[config.mk]
export PLATFORM = sky130hd
export DESIGN_NAME = cpu_control_sequencer
export DESIGN_NICKNAME = d
export VERILOG_FILES = /design/src/rtl/cpu_pkg.sv /design/src/rtl/cpu_program_counter.sv /design/src/rtl/cpu_control_sequencer.sv
export SDC_FILE = /design/constraint.sdc
export NUM_CORES = 1
export LEC_CHECK = 0
export BUFFER_PORTS_ARGS = -buffer_cell sky130_fd_sc_hd__buf_2
export CAP_MARGIN = 20
export CORE_UTILIZATION = 30
export CTS_CLUSTER_SIZE = 12
export DETAILED_ROUTE_END_ITERATION = 7
export SYNTH_ARGS = -nofsm -noshare
export SYNTH_HDL_FRONTEND = slang
export SYNTH_HIERARCHICAL = 1
export SYNTH_SLANG_ARGS = --single-unit
[constraint.sdc]
create_clock -name clk_i -period 2 [get_ports clk_i]
set_clock_uncertainty 0.2 [all_clocks]
set_input_delay 0.5 -clock clk_i [delete_from_list [all_inputs] [get_ports clk_i]]
set_output_delay 0.5 -clock clk_i [all_outputs]
set_load 0.03 [all_outputs]
[src/rtl/cpu_pkg.sv]
// Shared encodings for the 4-bit CPU: opcodes, ALU selects, sequencer states and the opcode decode table.
// Pure definitions; no timing or flow control lives here.
package cpu_pkg;

   localparam int INSTR_WIDTH = 8;

   localparam logic [3:0] OP_NOP  = 4'h0;
   localparam logic [3:0] OP_LDI  = 4'h1;
   localparam logic [3:0] OP_ADD  = 4'h2;
   localparam logic [3:0] OP_SUB  = 4'h3;
   localparam logic [3:0] OP_AND  = 4'h4;
   localparam logic [3:0] OP_OR   = 4'h5;
   localparam logic [3:0] OP_XOR  = 4'h6;
   localparam logic [3:0] OP_MOVB = 4'h7;
   localparam logic [3:0] OP_OUT  = 4'h8;
   localparam logic [3:0] OP_JMP  = 4'h9;
   localparam logic [3:0] OP_JZ   = 4'hA;
   localparam logic [3:0] OP_HLT  = 4'hF;

   localparam logic [2:0] ALU_PASS_IMM = 3'd0;
   localparam logic [2:0] ALU_ADD      = 3'd1;
   localparam logic [2:0] ALU_SUB      = 3'd2;
   localparam logic [2:0] ALU_AND      = 3'd3;
   localparam logic [2:0] ALU_OR       = 3'd4;
   localparam logic [2:0] ALU_XOR      = 3'd5;
   localparam logic [2:0] ALU_PASS_A   = 3'd6;

   localparam logic [2:0] ST_IDLE    = 3'd0;
   localparam logic [2:0] ST_FETCH   = 3'd1;
   localparam logic [2:0] ST_DECODE  = 3'd2;
   localparam logic [2:0] ST_EXECUTE = 3'd3;
   localparam logic [2:0] ST_HALT    = 3'd4;

   typedef struct packed {
      logic       acc_we;
      logic       regb_we;
      logic       out_we;
      logic       uses_alu;
      logic [2:0] alu_op;
   } dec_t;

   function automatic dec_t decode_op(input logic [3:0] op);
      dec_t d;
      d = '0;
      case (op)
         OP_LDI:  d = '{acc_we: 1'b1, regb_we: 1'b0, out_we: 1'b0, uses_alu: 1'b1, alu_op: ALU_PASS_IMM};
         OP_ADD:  d = '{acc_we: 1'b1, regb_we: 1'b0, out_we: 1'b0, uses_alu: 1'b1, alu_op: ALU_ADD};
         OP_SUB:  d = '{acc_we: 1'b1, regb_we: 1'b0, out_we: 1'b0, uses_alu: 1'b1, alu_op: ALU_SUB};
         OP_AND:  d = '{acc_we: 1'b1, regb_we: 1'b0, out_we: 1'b0, uses_alu: 1'b1, alu_op: ALU_AND};
         OP_OR:   d = '{acc_we: 1'b1, regb_we: 1'b0, out_we: 1'b0, uses_alu: 1'b1, alu_op: ALU_OR};
         OP_XOR:  d = '{acc_we: 1'b1, regb_we: 1'b0, out_we: 1'b0, uses_alu: 1'b1, alu_op: ALU_XOR};
         OP_MOVB: d = '{acc_we: 1'b0, regb_we: 1'b1, out_we: 1'b0, uses_alu: 1'b1, alu_op: ALU_PASS_A};
         OP_OUT:  d = '{acc_we: 1'b0, regb_we: 1'b0, out_we: 1'b1, uses_alu: 1'b1, alu_op: ALU_PASS_A};
         default: d = '0;
      endcase
      return d;
   endfunction

endpackage

[src/rtl/cpu_program_counter.sv]
// Program counter: wrapping increment or direct load, updated on the clock edge; load wins over increment.
// No flow control; the sequencer pulses inc/load for exactly one cycle per instruction.
module cpu_program_counter #(
   parameter int PC_WIDTH = 4
) (
   input  logic                clk_i,
   input  logic                reset_i,
   input  logic                inc,
   input  logic                load,
   input  logic [PC_WIDTH-1:0] load_val,
   output logic [PC_WIDTH-1:0] pc
);

   always_ff @(posedge clk_i) begin
      if (reset_i)
         pc <= '0;
      else if (load)
         pc <= load_val;
      else if (inc)
         pc <= pc + 1'b1;
   end

endmodule

[src/rtl/cpu_control_sequencer.sv]
// Fetch/decode/execute sequencer: 3 cycles per instruction, enables are 1-cycle pulses in EXECUTE.
// run_i gates progress only in IDLE/FETCH; HALT is left only through reset.
module cpu_control_sequencer
   import cpu_pkg::*;
#(
   parameter int PC_WIDTH   = 4,
   parameter int DATA_WIDTH = 4
) (
   input  logic                  clk_i,
   input  logic                  reset_i,
   input  logic                  run_i,
   input  logic [7:0]            instr_i,
   input  logic                  acc_zero_i,
   output logic [PC_WIDTH-1:0]   pc_o,
   output logic [DATA_WIDTH-1:0] imm_o,
   output logic [2:0]            alu_op_o,
   output logic                  acc_we_o,
   output logic                  regb_we_o,
   output logic                  out_we_o,
   output logic                  halted_o
);

   logic [2:0]             state;
   logic [2:0]             state_nxt;
   logic [INSTR_WIDTH-1:0] ir;
   logic [3:0]             opcode;
   dec_t                   dec;
   logic                   in_exec;
   logic                   jump_taken;

   assign opcode     = ir[7:4];
   assign dec        = decode_op(opcode);
   assign in_exec    = (state == ST_EXECUTE);
   assign jump_taken = (opcode == OP_JMP) || ((opcode == OP_JZ) && acc_zero_i);

   always_comb begin
      state_nxt = state;
      case (state)
         ST_IDLE:    if (run_i) state_nxt = ST_FETCH;
         ST_FETCH:   state_nxt = run_i ? ST_DECODE : ST_IDLE;
         ST_DECODE:  state_nxt = ST_EXECUTE;
         ST_EXECUTE: state_nxt = (opcode == OP_HLT) ? ST_HALT : ST_FETCH;
         ST_HALT:    state_nxt = ST_HALT;
         default:    state_nxt = ST_IDLE;
      endcase
   end

   // alu_op_o only moves for ALU-using opcodes so its value holds across NOP/jumps
   always_ff @(posedge clk_i) begin
      if (reset_i) begin
         state    <= ST_IDLE;
         ir       <= '0;
         imm_o    <= '0;
         alu_op_o <= ALU_PASS_IMM;
      end else begin
         state <= state_nxt;
         if (state == ST_FETCH && run_i)
            ir <= instr_i;
         if (state == ST_DECODE) begin
            imm_o <= DATA_WIDTH'(ir[3:0]);
            if (dec.uses_alu)
               alu_op_o <= dec.alu_op;
         end
      end
   end

   cpu_program_counter #(.PC_WIDTH(PC_WIDTH)) u_pc (
      .clk_i    (clk_i),
      .reset_i  (reset_i),
      .inc      (in_exec && !jump_taken),
      .load     (in_exec && jump_taken),
      .load_val (PC_WIDTH'(ir[3:0])),
      .pc       (pc_o)
   );

   assign acc_we_o  = in_exec && dec.acc_we;
   assign regb_we_o = in_exec && dec.regb_we;
   assign out_we_o  = in_exec && dec.out_we;
   assign halted_o  = (state == ST_HALT);

endmodule

### After elaboration in Yosys (flattened, before gate mapping)

Memory sizes are Yosys's and may differ from the RTL's. A register that Yosys moved wholly into a read port is not among the register bits.
Cells that the tools add are included.

| cells by class | value |
|---|---|
| add/sub/neg operators | 1 |
| multipliers | 0 |
| div/mod/pow operators | 0 |
| $lt $le $gt $ge | 0 |
| eq/ne operators | 8 |
| shift-type cells | 0 |
| muxes and demuxes | 8 |
| bitwise gates (word level) | 0 |
| reduce and logical (&&, ||, !) cells | 12 |

Operators with widths:

| cell | number |
|---|---|
| $mux W4 | 4 |
| $pmux W3 S5 | 1 |
| $eq A4 B4 Y1 const B | 3 |
| $logic_and A1 B1 Y1 | 7 |
| $eq A3 B2 Y1 const B | 2 |
| $mux W3 | 2 |
| $add A4 B1 Y4 const B | 1 |
| $eq A3 B1 Y1 const B | 1 |
| $eq A3 B3 Y1 const B | 1 |
| $logic_not A3 Y1 | 1 |
| $mux W2 | 1 |
| $ne A2 B2 Y1 const B | 1 |
| $reduce_and A2 Y1 | 1 |
| $reduce_bool A2 Y1 | 1 |
| $logic_not A1 Y1 | 1 |
| $logic_or A1 B1 Y1 | 1 |

| storage, ports and cells | value |
|---|---|
| register bits | 22 |
| latch bits | 0 |
| RAM bits | 0 |
| memory bits (read-only) | 112 |
| input bits | 12 |
| output and inout port bits | 15 |
| word-level logic and storage cells | 35 |
| memories | 1 |

Memory list:

| memory | words | width | rd ports | clocked after memory_dff | wr ports | RTL line | text |
|---|---|---|---|---|---|---|---|
| (no name shown) | 16 | 7 | 1 | 1 | 0 | cpu_pkg.sv:45 | `case (op)` |

### Depth between registers and ports, before layout

Gate-level depths: netlist (run 1).

| depth | value |
|---|---|
| word-level depth | 7 |
| depth in mapped cells | 8 |
| gate-level depth less buffers | 6 |

### Cells and area by module

Netlist (run 1), hierarchy kept.

Modules (own cells, without submodules):

| module | times used | cells each | area an instance (um^2) | sequential area each (um^2) |
|---|---|---|---|---|
| cpu_control_sequencer | 1 | 111 | 1,173.6 | 500.5 |
| cpu_program_counter | 1 | 22 | 205.2 | 80.1 |

### Worst setup path after synthesis (run 1)

No wires, ideal clock.

| path | value |
|---|---|
| path kind | input-to-reg |
| start | in run_i |
| end | reg dec[1] (netlist name) |
| library setup time | 0.079 ns |
| arrival time | 1.769 ns |
| data required time | 1.721 ns |
| path slack | -0.049 ns |
| stages | 8 |
| buffers on the path | 2 |
| cells stage by stage | nor4bb_4 -> buf_6 -> buf_12 -> mux2i_1 -> ha_1 -> inv_1 -> a21oi_1 -> a22oi_1 |

| on the way | value |
|---|---|
| word-level cells in the longest chain between the ends | 3 |

RTL lines:

| element | RTL line | text |
|---|---|---|
| from (decl) | cpu_control_sequencer.sv:11 | `input logic run_i,` |
| $logic_and A1 B1 Y1 | cpu_control_sequencer.sv:57 | `if (state == ST_FETCH && run_i)` |
| $mux W4 (no line) (2 in series) | -- |  |

Every way passes these cells.
A chain may end at the register's enable or synchronous reset.

### Worst setup path after layout (run 1)

| path | value |
|---|---|
| start | reg state[0] |
| end | out out_we_o |

| on the way | value |
|---|---|
| word-level cells in the longest chain between the ends | 2 |

RTL lines:

| element | RTL line | text |
|---|---|---|
| from (decl) | cpu_control_sequencer.sv:23 | `logic [2:0] state;` |
| from (signal assigned) | cpu_control_sequencer.sv:56 | `state <= state_nxt;` |
| $eq A3 B2 Y1 | cpu_control_sequencer.sv:33 | `assign in_exec = (state == ST_EXECUTE);` |
| $logic_and A1 B1 Y1 | cpu_control_sequencer.sv:78 | `assign out_we_o = in_exec && dec.out_we;` |
| to (decl) | cpu_control_sequencer.sv:19 | `output logic out_we_o,` |

Every way passes these cells.

==> impl_metrics.toml, run 1 <==
[outcome]
status = "finished, final reports clean"

[worst_setup_path]
max_stage_delay_ns = 0.38
cp-start-kind = "flop"
r2r_cells = 7
critPathSlowestCell = "dfxtp_2"
crit_fanout = 5
worstSetupPathType = "flop to primary output"
cp_data_required_time_ns = 1.30
r2r_slack_ns = 0.11
path_cells = "and3b_2 -> and2_1 -> buf_2"
cp.arrival_ns = 1.22
reg2reg_to = "dec[1]"
setup.worst_path.end_class = "primary output"
rr_startpoint = "state[0]"

[power_and_ir_drop]
ir_drop_uv = 492.2
leakage_nw = 0.7708
powerDensity_nw_per_um2 = 769.7
finalPower_mw = 1.371

[sta]
finalCriticalPeriod_ns = 1.921
fin_setup_tns_ns = 0
hold_viol_final = 0
worst_pin_slew_ns = 0.3319
fin_crit_sh_pct = 96.05
final-max-slew-violation-count = 0
fmax_ghz = 0.5205
max_slew_margin_pct = 77.70
setup-violations-final = 0

[detailed_routing]
wl_per_cell_microns = 11.70
routed_via_density = 4.544
drt-initial-drc-count = 25
ant_nets = 0
dr.pass1.iters = 4
vias = 1036
drc = 0
routed_wl_microns = 2667

[grt]
grt_usage_pct = 11.69
grt_max_degree = 16
gr-total-overflow = 0
grt_pass1_vias = 1021
antenna_found_initial = 0
grt_pass1_wl_microns = 4547

[yosys]
synth_top_area_share_pct = 42.11
synthCells = 133
synth_fp_nets = 147
synthDistinctLibCells = 41
ys_seq_area_share_pct = 42.11
synthesis.area_sq_um = 1379
ys.warnings.count = 6
synth_area_leaders = "dfxtp_1 (42%), mux2i_1 (15%), nor2_1 (4.9%)"
synth_seq_cells = 29
synthFlopType = "dfxtp_1"
synth_edf_count = 0
yosys.area.top_type = "dfxtp_1"
synthArstFlopShare_pct = 0
avgSynthCellArea_sq_um = 10.37

[floorplan]
initial_core_util_pct = 31.45
dieArea_sq_um = 4871
ioPinCount = 27
die_w_microns = 69.80
die_h_microns = 69.80
core_sq_um = 4384
floorplan.rows = 24

[placed_design]
dp_hpwl_microns = 1992
io_buffers = 26
gp_congestion = 0.8035

[finish]
fin_nets = 189
multi_input_area_sq_um = 749.5
n_antenna_cell = 0
area_delta_synth_final_pct = 29.22
layout-drive-gt1-share_pct = 37.50
nFillCells = 428
layout.area.seq_sq_um = 584.3
layout_common_cells = "dfxtp_1 (26), buf_2 (25), mux2i_1 (18), nor2_1 (18), buf_4 (15)"
fin_util_pct = 40.64
final_common_cell = "dfxtp_1"

[worst_hold_path]
min_path_cells = 3
hp-class = "primary input to flop"
min_to = "ir[1]"
hold_path.startpoint = "instr_i[1]"

[clocking]
ctsHoldBuffers = 0
clock-sinks = 29
cts-root-buf = "clkbuf_8"
clockBufferDepth = 2
cts_buffers = 5
htreeDepth = 2
clk_pin_slew_ns = 0.06
cts_tree = "built"
clk_latency_ns = 0.27

[flow_run]
max_cap_violations = 0
stage by stage:
step / hold slack, ns / instance area, sq um / setup slack [ns] / std cells
6_report: 0.2613 / 1782 / 0.07894 / 228
5_1_grt: 0.2819 / 1782 / -0.01676 / 228
4_1_cts: 0.2596 / 1748 / 0.007931 / 227
3_5_place_dp: 0.2563 / 1623 / -0.02388 / 219
3_3_place_gp: 0.2718 / 1623 / 0.003391 / 219
2_1_floorplan: 0.2403 / 1379 / 0.002284 / 133
cell usage after synthesis (2+ instances only):
master / n
ha_1: 2
xnor2_1: 3
inv_1: 3
and2_1: 3
nor2_1: 18
mux2i_1: 21
buf_6: 2
and3_1: 3
nor3_1: 5
nor3b_2: 2
a21oi_1: 3
dfxtp_1: 29
buf_2: 2
nand2_1: 3
nor2b_1: 3
o21a_1: 2
nand2b_1: 5
what timing repair did:
| item | in CTS | in global routing |
|---|---|---|
| setup buffers | 0 | 1 |
| gates resized for setup | 3 | 7 |
| pin swaps | 0 | 1 |
| endpoints found under the setup margin | 2 | 5 |
layer usage:
layer	part of all wire [%]	global-route usage, %	vias to the layer above
met5	0	0	-
met4	1.0	4.000	0
met3	3.7	3.779	4
met2	49	19.66	12
met1	46	13.94	482
li1	-	-	538
worst max-delay path by stage:
stage	cells past startpoint	slack, ns	from	endpoint
floorplan	8	0.002	state[0]	dec[1]
global placement	8	0.003	run_i	dec[1]
detailed placement	8	-0.02	run_i	dec[1]
CTS	3	0.008	state[1]	out_we_o
global route	7	-0.02	state[0]	dec[1]
finish	3	0.08	state[0]	out_we_o
worst max-delay path: cells and delay by family, from the launching register on:
family | cells | cell delay, ns
flip-flops | 1 | 0.38
AND/OR/NAND/NOR | 2 | 0.38
buffers and inverters | 1 | 0.19
flip-flops by register name, summed over array words and instances, names as in the netlist:
signal,flops
state,3
alu_op_o,3
u_pc/pc,4
imm_o,4
ir,8
dec,7
cells by family after synthesis:
group / Yosys count / synth area share [%]
DFF: 29 / 42.11
and+or+nand+nor: 52 / 23.14
buffers and inverters: 10 / 5.354
xor gates and xnor gates: 4 / 2.541
muxes: 23 / 17.69
AOI/OAI and AO/OA: 13 / 7.350
adders and majority gates: 2 / 1.815
where the power goes:
group	switching, mW	internal [mW]
registers	0.0144	0.600
clock network	0.206	0.406
logic	0.0691	0.0762
final cells by class:
type / instances / area share, %
Multi-Input combinational cell: 94 / 42.06
Sequential cell: 29 / 32.79
Timing Repair Buffer: 41 / 13.97
Clock buffer: 7 / 4.846
Tap cell: 52 / 3.652
Clock inverter: 1 / 1.685
Inverter: 4 / 0.9831
(Power assumes the default switching activity.)
==> run 2: changes to the inputs <==
--- a/config.mk
+++ b/config.mk
@@ -8,6 +8,7 @@
 export BUFFER_PORTS_ARGS = -buffer_cell sky130_fd_sc_hd__buf_2
 export CAP_MARGIN = 20
 export CORE_UTILIZATION = 30
+export CTS_BUF_LIST = sky130_fd_sc_hd__clkbuf_4 sky130_fd_sc_hd__clkbuf_8
 export CTS_CLUSTER_SIZE = 12
 export DETAILED_ROUTE_END_ITERATION = 7
 export SYNTH_ARGS = -nofsm -noshare
==> impl_metrics.toml, run 2 (synthesis results as in run 1) <==
[placed_design]
io_buffers = 26
dp_hpwl_microns = 1992
gp_congestion = 0.8035

[finish]
largest-register = "ir"
fin_nets = 189
layout_common_cells = "dfxtp_1 (26), buf_2 (25), mux2i_1 (18), nor2_1 (18), buf_4 (15)"
n_antenna_cell = 0
largest_reg_flops = 8
area_delta_synth_final_pct = 29.49
nFillCells = 428
layout-drive-gt1-share_pct = 38.07
fin_util_pct = 40.72
final_common_cell = "dfxtp_1"

[sta]
max_slew_margin_pct = 77.70
setup-violations-final = 0
fin_crit_sh_pct = 96.05
whs_ns = 0.2612
hold_viol_final = 0
fmax_ghz = 0.5205
finalCriticalPeriod_ns = 1.921
worst_pin_slew_ns = 0.3319
fin_setup_tns_ns = 0
final-max-slew-violation-count = 0

[floorplan]
dieArea_sq_um = 4871
initial_core_util_pct = 31.45
die_h_microns = 69.80
floorplan.rows = 24
core_sq_um = 4384
ioPinCount = 27
die_w_microns = 69.80

[power_and_ir_drop]
leakage_nw = 0.7743
ir_drop_uv = 492.7
finalPower_mw = 1.386
powerDensity_nw_per_um2 = 776.0

[detailed_routing]
drc = 0
dr.pass1.iters = 4
wl_per_cell_microns = 11.71
routed_wl_microns = 2669
top_layer = "met4"
routed_via_density = 4.544
ant_nets = 0
wl_met2_microns = 1320
route.met3.wl_microns = 99
wl_met1_microns = 1220
drt-initial-drc-count = 25
vias = 1036

[clocking]
htreeDepth = 2
cts-root-buf = "clkbuf_8"
clk_pin_slew_ns = 0.06
clk_latency_ns = 0.27
clock-sinks = 29
cts_tree = "built"
ctsHoldBuffers = 0
cts_buffers = 5
clockBufferDepth = 2

[grt]
gr-total-overflow = 0
antenna_found_initial = 0
grt_pass1_wl_microns = 4547
grt_pass1_vias = 1021
grt_usage_pct = 11.69
grt_max_degree = 16

[worst_setup_path]
path_cells = "and3b_2 -> and2_1 -> buf_2"
setup.worst_path.end_class = "primary output"
critPathBufInv = 1
r2r_cells = 7
critPathSlowestCell = "dfxtp_2"
cp.arrival_ns = 1.22
max_stage_delay_ns = 0.38
crit_fanout = 5
rr_startpoint = "state[0]"
cp_num_cells = 3
cp-start-kind = "flop"
worstSetupPathType = "flop to primary output"
startpoint = "state[0]"
cp_data_required_time_ns = 1.30
cpLargestDelayFamily = "flip-flops"

[outcome]
status = "finished, final reports clean"

[worst_hold_path]
hp-class = "primary input to flop"
hold_path.startpoint = "instr_i[1]"
min_path_cells = 3

[flow_run]
max_cap_violations = 0
-- run 2: cell counts in the layout (fill, tap and decap cells not counted) --
Identical to the previous run, type by type.
-- run 2: per-layer routing --
layer,up-vias,global-route usage [%]
met2,12,19.66
met4,0,4.000
li1,538,-
met1,482,13.94
met3,4,3.779
met5,-,0
-- run 2: final timing paths --
| kind | end | slack, ns |
|---|---|---|
| min | ir[1] | 0.26 |
| min reg2reg | imm_o[0] | 0.29 |
| max | out_we_o | 0.08 |
| max reg2reg | dec[1] | 0.11 |
-- run 2: what timing repair did --
| item | 4_1_cts | 5_1_grt |
|---|---|---|
| resized for setup | 3 | 7 |
| setup endpoints to repair | 2 | 5 |
| setup buffers | 0 | 1 |
| pin swaps | 0 | 1 |
| cloned | 0 | 0 |
-- run 2: layout make-up --
type	instances	area, sq um	area share [%]
repair buffers	41	249.0	13.95
well taps	52	65.06	3.644
inverters	4	17.52	0.9811
flip-flops and latches	29	584.3	32.73
clock inverters	1	30.03	1.682
multi-input cells	94	749.5	41.98
clock buffers	7	90.09	5.046
-- run 2: report_power, final --
part	internal, mW	leakage, nW	switching [mW]
registers	0.600	0.236	0.0144
logic	0.0762	0.476	0.0691
clock network	0.419	0.0619	0.207
total	1.10	0.774	0.290
-- run 2: through the flow --
stage / area, sq um / worst slack (ns) / cells
after floorplan: 1379 / 0.002284 / 133
after global placement: 1623 / 0.003391 / 219
after detailed placement: 1623 / -0.02388 / 219
after CTS: 1752 / 0.007931 / 227
after global routing: 1785 / -0.01676 / 228
final: 1785 / 0.07892 / 228
-- run 2: worst register-to-register path, stage by stage (launching register included) --
cell	delay (ns)
dfxtp_2	0.38
nor4bb_4	0.31
buf_6	0.19
mux2i_2	0.24
ha_1	0.25
inv_1	0.05
a21oi_1	0.05
a22oi_1	0.15
